===== config.mk =====
export PLATFORM = sky130hd
export DESIGN_NAME = spi_flash_responder
export DESIGN_NICKNAME = d
export VERILOG_FILES = /design/src/rtl/spi_flash_responder.sv
export SDC_FILE = /design/constraint.sdc
export NUM_CORES = 1
export LEC_CHECK = 0
export BUFFER_PORTS_ARGS = -buffer_cell sky130_fd_sc_hd__buf_2
export CORE_MARGIN = 10
export CORE_UTILIZATION = 58
export DETAILED_ROUTE_END_ITERATION = 6
export PLACE_DENSITY = 0.81
export SLEW_MARGIN = 20
export SYNTH_ARGS = -nofsm -noshare
export SYNTH_HDL_FRONTEND = slang
export SYNTH_SLANG_ARGS = --single-unit

===== constraint.sdc =====
create_clock -name spi_clock_clk -period 2.1 [get_ports spi_clock_clk]
set_input_delay 0.315 -clock spi_clock_clk [delete_from_list [all_inputs] [get_ports spi_clock_clk]]
set_output_delay 0.315 -clock spi_clock_clk [all_outputs]
set_load 0.02 [all_outputs]

===== src/rtl/spi_flash_responder.sv =====
// SPI NOR-flash target (mode 0, single-bit) answering READ, JEDEC ID and READ STATUS.
// SCK/CS_N/DI are oversampled on the local clock; READ data comes from a byte-wide sync memory.
`timescale 1ns/1ps
module spi_flash_responder #(
  parameter int          ADDR_W     = 16,
  parameter logic [23:0] JEDEC_ID   = 24'hEF4016,
  parameter logic [7:0]  STATUS_VAL = 8'h00
) (
  input  logic              spi_clock_clk,
  input  logic              spi_clock_resetn,
  input  logic              io_flash_ck,
  input  logic              io_flash_cs_n,
  input  logic              io_flash_di,
  output logic              io_flash_do,
  output logic              io_flash_do_oe,
  output logic              mem_rd_en,
  output logic [ADDR_W-1:0] mem_addr,
  input  logic [7:0]        mem_rd_data,
  output logic [7:0]        last_cmd,
  output logic [3:0]        fsm_state
);

  // Shared command/address shifter; wide enough for an opcode and the used address bits.
  localparam int SH_W = (ADDR_W - 1 > 7) ? ADDR_W - 1 : 7;

  typedef enum logic [3:0] {
    IDLE     = 4'd0,
    CMD      = 4'd1,
    ADDR     = 4'd2,
    FETCH    = 4'd3,
    LOAD     = 4'd4,
    DATA_OUT = 4'd5,
    ID_OUT   = 4'd6,
    STAT_OUT = 4'd7,
    IGNORE   = 4'd8
  } state_t;

  state_t state, state_next;

  logic ck_s1, ck_s2, ck_prev;
  logic cs_s1, cs_s2;
  logic di_s1, di_s2;
  logic rise, fall, cs_high;

  logic [SH_W-1:0]   shift_in;
  logic [4:0]        bit_cnt;
  logic [7:0]        out_shift;
  logic [7:0]        pf_data;
  logic [7:0]        next_byte;
  logic [7:0]        cmd_byte;
  logic [ADDR_W-1:0] addr_word;
  logic [1:0]        byte_idx;
  logic              started;
  logic              rd_pending;
  logic              do_reg;

  // Chip select resets to "deselected" so nothing is decoded before the first real select.
  always_ff @(posedge spi_clock_clk or negedge spi_clock_resetn) begin
    if (!spi_clock_resetn) begin
      ck_s1   <= 1'b0;
      ck_s2   <= 1'b0;
      ck_prev <= 1'b0;
      cs_s1   <= 1'b1;
      cs_s2   <= 1'b1;
      di_s1   <= 1'b0;
      di_s2   <= 1'b0;
    end else begin
      ck_s1   <= io_flash_ck;
      ck_s2   <= ck_s1;
      ck_prev <= ck_s2;
      cs_s1   <= io_flash_cs_n;
      cs_s2   <= cs_s1;
      di_s1   <= io_flash_di;
      di_s2   <= di_s1;
    end
  end

  assign rise      = ck_s2 & ~ck_prev;
  assign fall      = ~ck_s2 & ck_prev;
  assign cs_high   = cs_s2;
  assign cmd_byte  = {shift_in[6:0], di_s2};
  assign addr_word = {shift_in[ADDR_W-2:0], di_s2};

  always_ff @(posedge spi_clock_clk or negedge spi_clock_resetn) begin
    if (!spi_clock_resetn) begin
      state <= IDLE;
    end else begin
      state <= state_next;
    end
  end

  always_comb begin
    state_next = state;
    if (cs_high) begin
      state_next = IDLE;
    end else begin
      case (state)
        IDLE: state_next = CMD;
        CMD: begin
          if (rise && bit_cnt == 5'd7) begin
            case (cmd_byte)
              8'h03:   state_next = ADDR;
              8'h9F:   state_next = ID_OUT;
              8'h05:   state_next = STAT_OUT;
              default: state_next = IGNORE;
            endcase
          end
        end
        ADDR:    if (rise && bit_cnt == 5'd23) state_next = FETCH;
        FETCH:   state_next = LOAD;
        LOAD:    state_next = DATA_OUT;
        default: state_next = state;
      endcase
    end
  end

  always_comb begin
    fsm_state      = state;
    io_flash_do    = do_reg;
    io_flash_do_oe = 1'b0;
    next_byte      = 8'h00;
    case (state)
      DATA_OUT: begin
        io_flash_do_oe = ~cs_high;
        next_byte      = pf_data;
      end
      ID_OUT: begin
        io_flash_do_oe = ~cs_high;
        case (byte_idx)
          2'd1:    next_byte = JEDEC_ID[15:8];
          2'd2:    next_byte = JEDEC_ID[7:0];
          default: next_byte = 8'h00;
        endcase
      end
      STAT_OUT: begin
        io_flash_do_oe = ~cs_high;
        next_byte      = STATUS_VAL;
      end
      default: ;
    endcase
  end

  // Memory port: mem_rd_en is a one-cycle request with mem_addr valid in the same cycle;
  // mem_rd_data is valid exactly the following cycle and there is no back-pressure.
  always_ff @(posedge spi_clock_clk or negedge spi_clock_resetn) begin
    if (!spi_clock_resetn) begin
      shift_in   <= '0;
      bit_cnt    <= 5'd0;
      out_shift  <= 8'h00;
      pf_data    <= 8'h00;
      byte_idx   <= 2'd0;
      started    <= 1'b0;
      rd_pending <= 1'b0;
      do_reg     <= 1'b0;
      mem_rd_en  <= 1'b0;
      mem_addr   <= '0;
      last_cmd   <= 8'h00;
    end else begin
      mem_rd_en  <= 1'b0;
      rd_pending <= mem_rd_en;
      if (cs_high) begin
        bit_cnt    <= 5'd0;
        do_reg     <= 1'b0;
        started    <= 1'b0;
        rd_pending <= 1'b0;
      end else begin
        case (state)
          CMD: begin
            if (rise) begin
              shift_in <= {shift_in[SH_W-2:0], di_s2};
              if (bit_cnt == 5'd7) begin
                last_cmd <= cmd_byte;
                bit_cnt  <= 5'd0;
                started  <= 1'b0;
                if (cmd_byte == 8'h9F) begin
                  out_shift <= JEDEC_ID[23:16];
                  byte_idx  <= 2'd1;
                end else begin
                  out_shift <= STATUS_VAL;
                end
              end else begin
                bit_cnt <= bit_cnt + 5'd1;
              end
            end
          end
          ADDR: begin
            if (rise) begin
              shift_in <= {shift_in[SH_W-2:0], di_s2};
              if (bit_cnt == 5'd23) begin
                mem_rd_en <= 1'b1;
                mem_addr  <= addr_word;
                bit_cnt   <= 5'd0;
              end else begin
                bit_cnt <= bit_cnt + 5'd1;
              end
            end
          end
          FETCH: begin
            mem_rd_en <= 1'b1;
            mem_addr  <= mem_addr + 1'b1;
          end
          LOAD: out_shift <= mem_rd_data;
          DATA_OUT, ID_OUT, STAT_OUT: begin
            if (state == DATA_OUT && rd_pending) pf_data <= mem_rd_data;
            if (fall) begin
              if (!started) begin
                do_reg  <= out_shift[7];
                started <= 1'b1;
                bit_cnt <= 5'd0;
              end else if (bit_cnt == 5'd7) begin
                // Byte boundary: swap in the next byte and refill the single-byte prefetch.
                out_shift <= next_byte;
                do_reg    <= next_byte[7];
                bit_cnt   <= 5'd0;
                if (state == ID_OUT && byte_idx != 2'd3) byte_idx <= byte_idx + 2'd1;
                if (state == DATA_OUT) begin
                  mem_rd_en <= 1'b1;
                  mem_addr  <= mem_addr + 1'b1;
                end
              end else begin
                out_shift <= {out_shift[6:0], 1'b0};
                do_reg    <= out_shift[6];
                bit_cnt   <= bit_cnt + 5'd1;
              end
            end
          end
          default: ;
        endcase
      end
    end
  end

endmodule


* Word level (Yosys, flattened, before mapping)
Index checks and enable logic that the tools add are counted.
Word-level totals: bits in registers 77, output and inout bits 31, logic and storage cells 140
Cells by class: add/subtract/negate cells 3, eq/ne operators 31, mux-type cells 57, bitwise gates (word level) 5, reductions and logical operators 25
Operators by type and width (number):
- two-way mux 16 bit | 6
- two-way mux 8 bit | 6
- case mux 16 bit (3 select lines) | 1
- two-way mux 5 bit | 7
- case mux 8 bit (3 select lines) | 1
- case mux 4 bit (5 select lines) | 1
- two-way mux 1 bit | 18
- adder 16 x 1 -> 16 bit, second input constant | 1
- equality test 4 x 3 -> 1 bit, second input constant | 4
- case mux 8 bit (2 select lines) | 1
- inequality test 3 bit, second input constant | 5
- case mux 5 bit (3 select lines) | 1
- two-way mux 2 bit | 7
- case mux 7 bit (2 select lines) | 1
- two-way mux 4 bit | 3
- inequality test 2 bit, second input constant | 6
- case mux 4 bit (3 select lines) | 1
- AND reduction 4 bit | 3
- inequality test 2 x 1 -> 1 bit, second input constant | 5
- AND reduction 3 bit | 3
- AND reduction 9 bit | 1
- nonzero test 3 bit | 3
- equality test 4 x 2 -> 1 bit, second input constant | 2
- equality test 8 x 2 -> 1 bit, second input constant | 1
- 25 further kinds | 33

* Logic depth before layout (Yosys ltp)
word-level depth 8, gate-level depth with buffers 8

* Worst setup path before layout
Ideal clock, no wire load.
kind register -> register, start point register state[3], in the netlist fsm_state[3], end point register byte_idx[1], setup time 0.122 ns, data arrival time 1.868 ns, data required time 1.978 ns, slack 0.110 ns, stages on the path, launching flop included 7, path buffers 1, clock period less this slack 1.990 ns, path through dfrtp_1 -> buf_2 -> or3b_4 -> nor2_2 -> a31oi_1 -> or4_1 -> o2bb2ai_1
On the way: longest elaborated chain between the ends 4, elaborated cells on any way between the ends 16, those cells by class 11 x eq/ne; 1 x mux; 4 x reduce/logical
RTL lines:
- from (decl) | RTL line 38 | state_t state, state_next;
- from (signal assigned) | RTL line 88 | state <= state_next;
- equality test 4 x 3 -> 1 bit, on equally long branches | RTL line 167, 215
- OR reduction 3 bit (no source line) / logical AND 1 bit (equally long branches)
- inequality test 2 x 1 -> 1 bit (no source line) / nonzero test 2 bit (equally long branches)
- AND reduction 9 bit (no source line)
- to (signal assigned) | RTL line 215 | if (state == ID_OUT && byte_idx != 2'd3) byte_idx <= byte_idx + 2'd1;
- to (decl) | RTL line 52 | logic [1:0] byte_idx;
Several ways; a longest one is shown, not always the timed one. A chain may end at the register's enable or synchronous reset.

* Final worst setup path
start point register state[0], in the netlist fsm_state[0], end point output io_flash_do_oe
On the way: longest elaborated chain between the ends 3, elaborated cells on any way between the ends 5, those cells by class 3 x eq/ne; 1 x mux; 1 x reduce/logical
RTL lines:
- equality test 4 x 3 -> 1 bit | RTL line 122 | case (state)
- OR reduction 3 bit (no source line) (*)
- two-way mux 1 bit (*)
- to (decl) | RTL line 15 | output logic io_flash_do_oe,
Mark *: on every way between the ends. The rest lies on a longest branch, timed or not.

==> results.md <==
- Outcome: finished clean
- DRC Markers: 0
- Reg power frac: 51.5%
- Worst R2R Start: fsm_state[3]
- Root buf cell: clkbuf_8
- Share of cells above drive strength 1: between 20 and 30%
- Setup CP Type: reg -> out
- Critical Path Source: fsm_state[0]
- Hold Path Class: in -> reg
- Routed WL per cell: ~18 µm
- Worst VDD drop: about 0.46 mV
- Leading area contributor after synthesis: dfrtp_1
- Worst setup SP type: flip-flop
- Worst EP arrival: 1700 ps
- Cells after Synth: 400
- Mapped Nets: 418
- Average cell area after synthesis: approximately 9.9 µm²
- Maximum root-to-sink buffer count: 2
- Synth-to-Final Area Change: 17.8%
- Antenna diodes: 0
- Final hold violations: 0
- Psw: just over 700 µW
- DPL Wire Length: 6940 µm
- Crit Path Max Fanout: 7
- Detailed-route via count: 3366
- FILL cells: 502
- Routed WL: 9800 µm
- Normalized max-slew margin: 66.1%
- Worst skew pair latency: 350 ps
- Synth cell types: 63
- Fin crit period: between 2000 and 2500 ps
- H-tree Lvls: 3
- Post-synth EDFFs: 0
- Gpl congestion: 0.906
- Clk slew on worst S/H paths: 70 ps
- Seq/Total Area, Yosys: 48.9%
- Combinational Power Share: 7.5%
- Setup violators final: 0
- Iter 0 DRT Violations: 177
- Synth warn: 0
- Top post-synthesis cells by area: dfrtp_1 48%, mux2_2 7.7%, a21oi_1 5.6%
- Layout Utilization: 69.3%
- Unrepaired setup endpoints after global routing: false
- WP data required: ~1800 ps
- Mapped Area: 3950 µm²
- CTS tree: done
- MaxCap Viol Count: 0
- Worst setup EP type: output pin
- Die area: 10500 µm²
- Initial antenna violation count: 0
- Core Region: 6720 µm²
- Final Skew: ~8.8 ps
- Power Dens Cells: 663 nW/µm²
- Sw frac: 23.2%
- Rows: 30
- Hold Crit Start: io_flash_cs_n
- Slew Limit Fails: 0
- Nets: 473
- Initial core utilization: 58.8%
- Remaining antenna violation count after routing: 0
- Synth Register Bits: 77
- Cell internal pwr: 2.37 mW
- Final worst path period share: 96.1%
- Die width: 103 µm
- Achievable Freq: 496 MHz
- Largest net degree at the start of global routing: 47
- Total gr overflow: 0
- Port bufs: between 40 and 50
- Vias in the first global route: around 3400
- Drt first pass iters: 5
- Ys flop type: dfrtp_1
- Worst-Margin Slew: 505 ps
- FFs w/ async S/R, synth: 100%
- Leak: 2.06 nW
- Die extent in y: roughly 100 µm
- Yosys top cell area share: 47.5%
- I/O Pins: between 40 and 50
- Clock Power Share: 41.0%
- TritonCTS buffer count: 9
- Setup tns final: 0 ps
- Vias per inst: 6.23
- Clock sink count: just under 80
- Global-route wire length before repair: around 16000 µm
- Tot GR Track Use: 19.6%
-- through the flow --
| step | hold WS, ps | instance area (µm²) | power [mW] | setup slack (ps) | std cells |
|---|---|---|---|---|---|
| 2_1_floorplan | 19.4 | 3950 | 1.74 | 110 | 400 |
| 3_3_place_gp | 280 | 4390 | 1.83 | 166 | 522 |
| 3_5_place_dp | 288 | 4390 | 1.84 | 111 | 522 |
| 4_1_cts | 47.9 | 4630 | 3.10 | 64.2 | 540 |
| 5_1_grt | 42.2 | 4650 | 3.21 | 26.6 | 540 |
| 6_report | 58.9 | 4650 | 3.09 | 82.2 | 540 |
-- final cells by class --
class	count	area, µm²	share of cell area, %
clock inverters	3	68.8	1.48
flip-flops and latches	77	1930	41.5
multi-input cells	289	1900	40.9
repair buffers	70	460	9.90
inverters	8	30.0	0.645
clock buffers	13	159	3.41
well taps	80	100	2.15
-- worst max-delay path, stage by stage, from the launching register on --
cell	delay [ps]
dfrtp_1	400
buf_4	160
buf_4	160
or2_2	320
nand2_2	100
nor2_1	50
buf_2	160
-- what timing repair did --
action	CTS	global route
endpoints found under the hold margin	31	0
setup buffers	1	0
resized for setup	1	5
hold buffers	1	0
pin swaps	0	1
setup endpoints to repair	1	5
-- power by group through the flow --
stage                     Clock [mW]  Combinational [mW]  Sequential, mW
after floorplan                    0               0.141            1.60
after global placement             0               0.216            1.62
after detailed placement           0               0.227            1.62
after CTS                       1.28               0.232            1.59
after global routing            1.36               0.255            1.60
final                           1.27               0.231            1.59
-- cell usage in the layout (no fill, tap or decap), types with 10 or more instances in the layout --
cell and n:
o21ai_0 23, a21oi_1 43, buf_4 24, buf_2 42, nand2_1 37, dfrtp_1 74, clkbuf_8 11, nand3_1 23
nand4_1 10, nor2_1 15, mux2_2 27
-- cells in the mapped netlist (4+ instances only) --
library cell,n
nand4_1,10
inv_1,8
nand2_1,38
o22ai_1,9
nor3_1,9
mux2_2,27
nor2_1,15
nand3_1,23
and3_1,4
buf_2,8
a21oi_1,44
clkbuf_1,15
dfrtp_1,75
a31oi_1,5
o22a_1,4
ha_1,5
nor2b_1,9
nand2b_1,4
o21ai_0,23
-- final timing paths --
check | slack (ps) | cells past startpoint | end
max | 80 | 6 | io_flash_do_oe
min | 60 | 1 | cs_s1
max reg2reg | 100 | 5 | byte_idx[1]
min reg2reg | 350 | 0 | di_s2
max in group asynchronous | 1030 | 3 | cs_high
min in group asynchronous | 440 | 2 | bit_cnt[4]
-- sequential cells by signal (all words and copies together), names as in the netlist --
signal	flops
out_shift	8
cs_high	1
shift_in	15
cs_s1	1
io_flash_do	1
fsm_state	4
di_s2	1
ck_s1	1
pf_data	8
last_cmd	8
ck_s2	1
bit_cnt	5
di_s1	1
rd_pending	1
started	1
byte_idx	2
mem_rd_en	1
mem_addr	16
ck_prev	1
-- metal layers --
layer	track usage [%]	up-vias	wire length (µm)
li1	-	1585	-
met1	23.5	1632	4050
met2	33.0	127	4990
met3	3.49	22	539
met4	9.87	0	222
met5	0	-	0
-- cell families after synthesis --
family / Yosys count / share of synthesized area [%]
XOR/XNOR: 2 / 0.444
flip-flops: 77 / 48.9
adder cells (fa/ha/maj): 5 / 1.58
AND/OR/NAND/NOR: 136 / 18.6
buffers and inverters: 34 / 3.61
multiplexers: 29 / 8.30
AO/OA/AOI/OAI: 117 / 18.6
(Power assumes the default switching activity.)
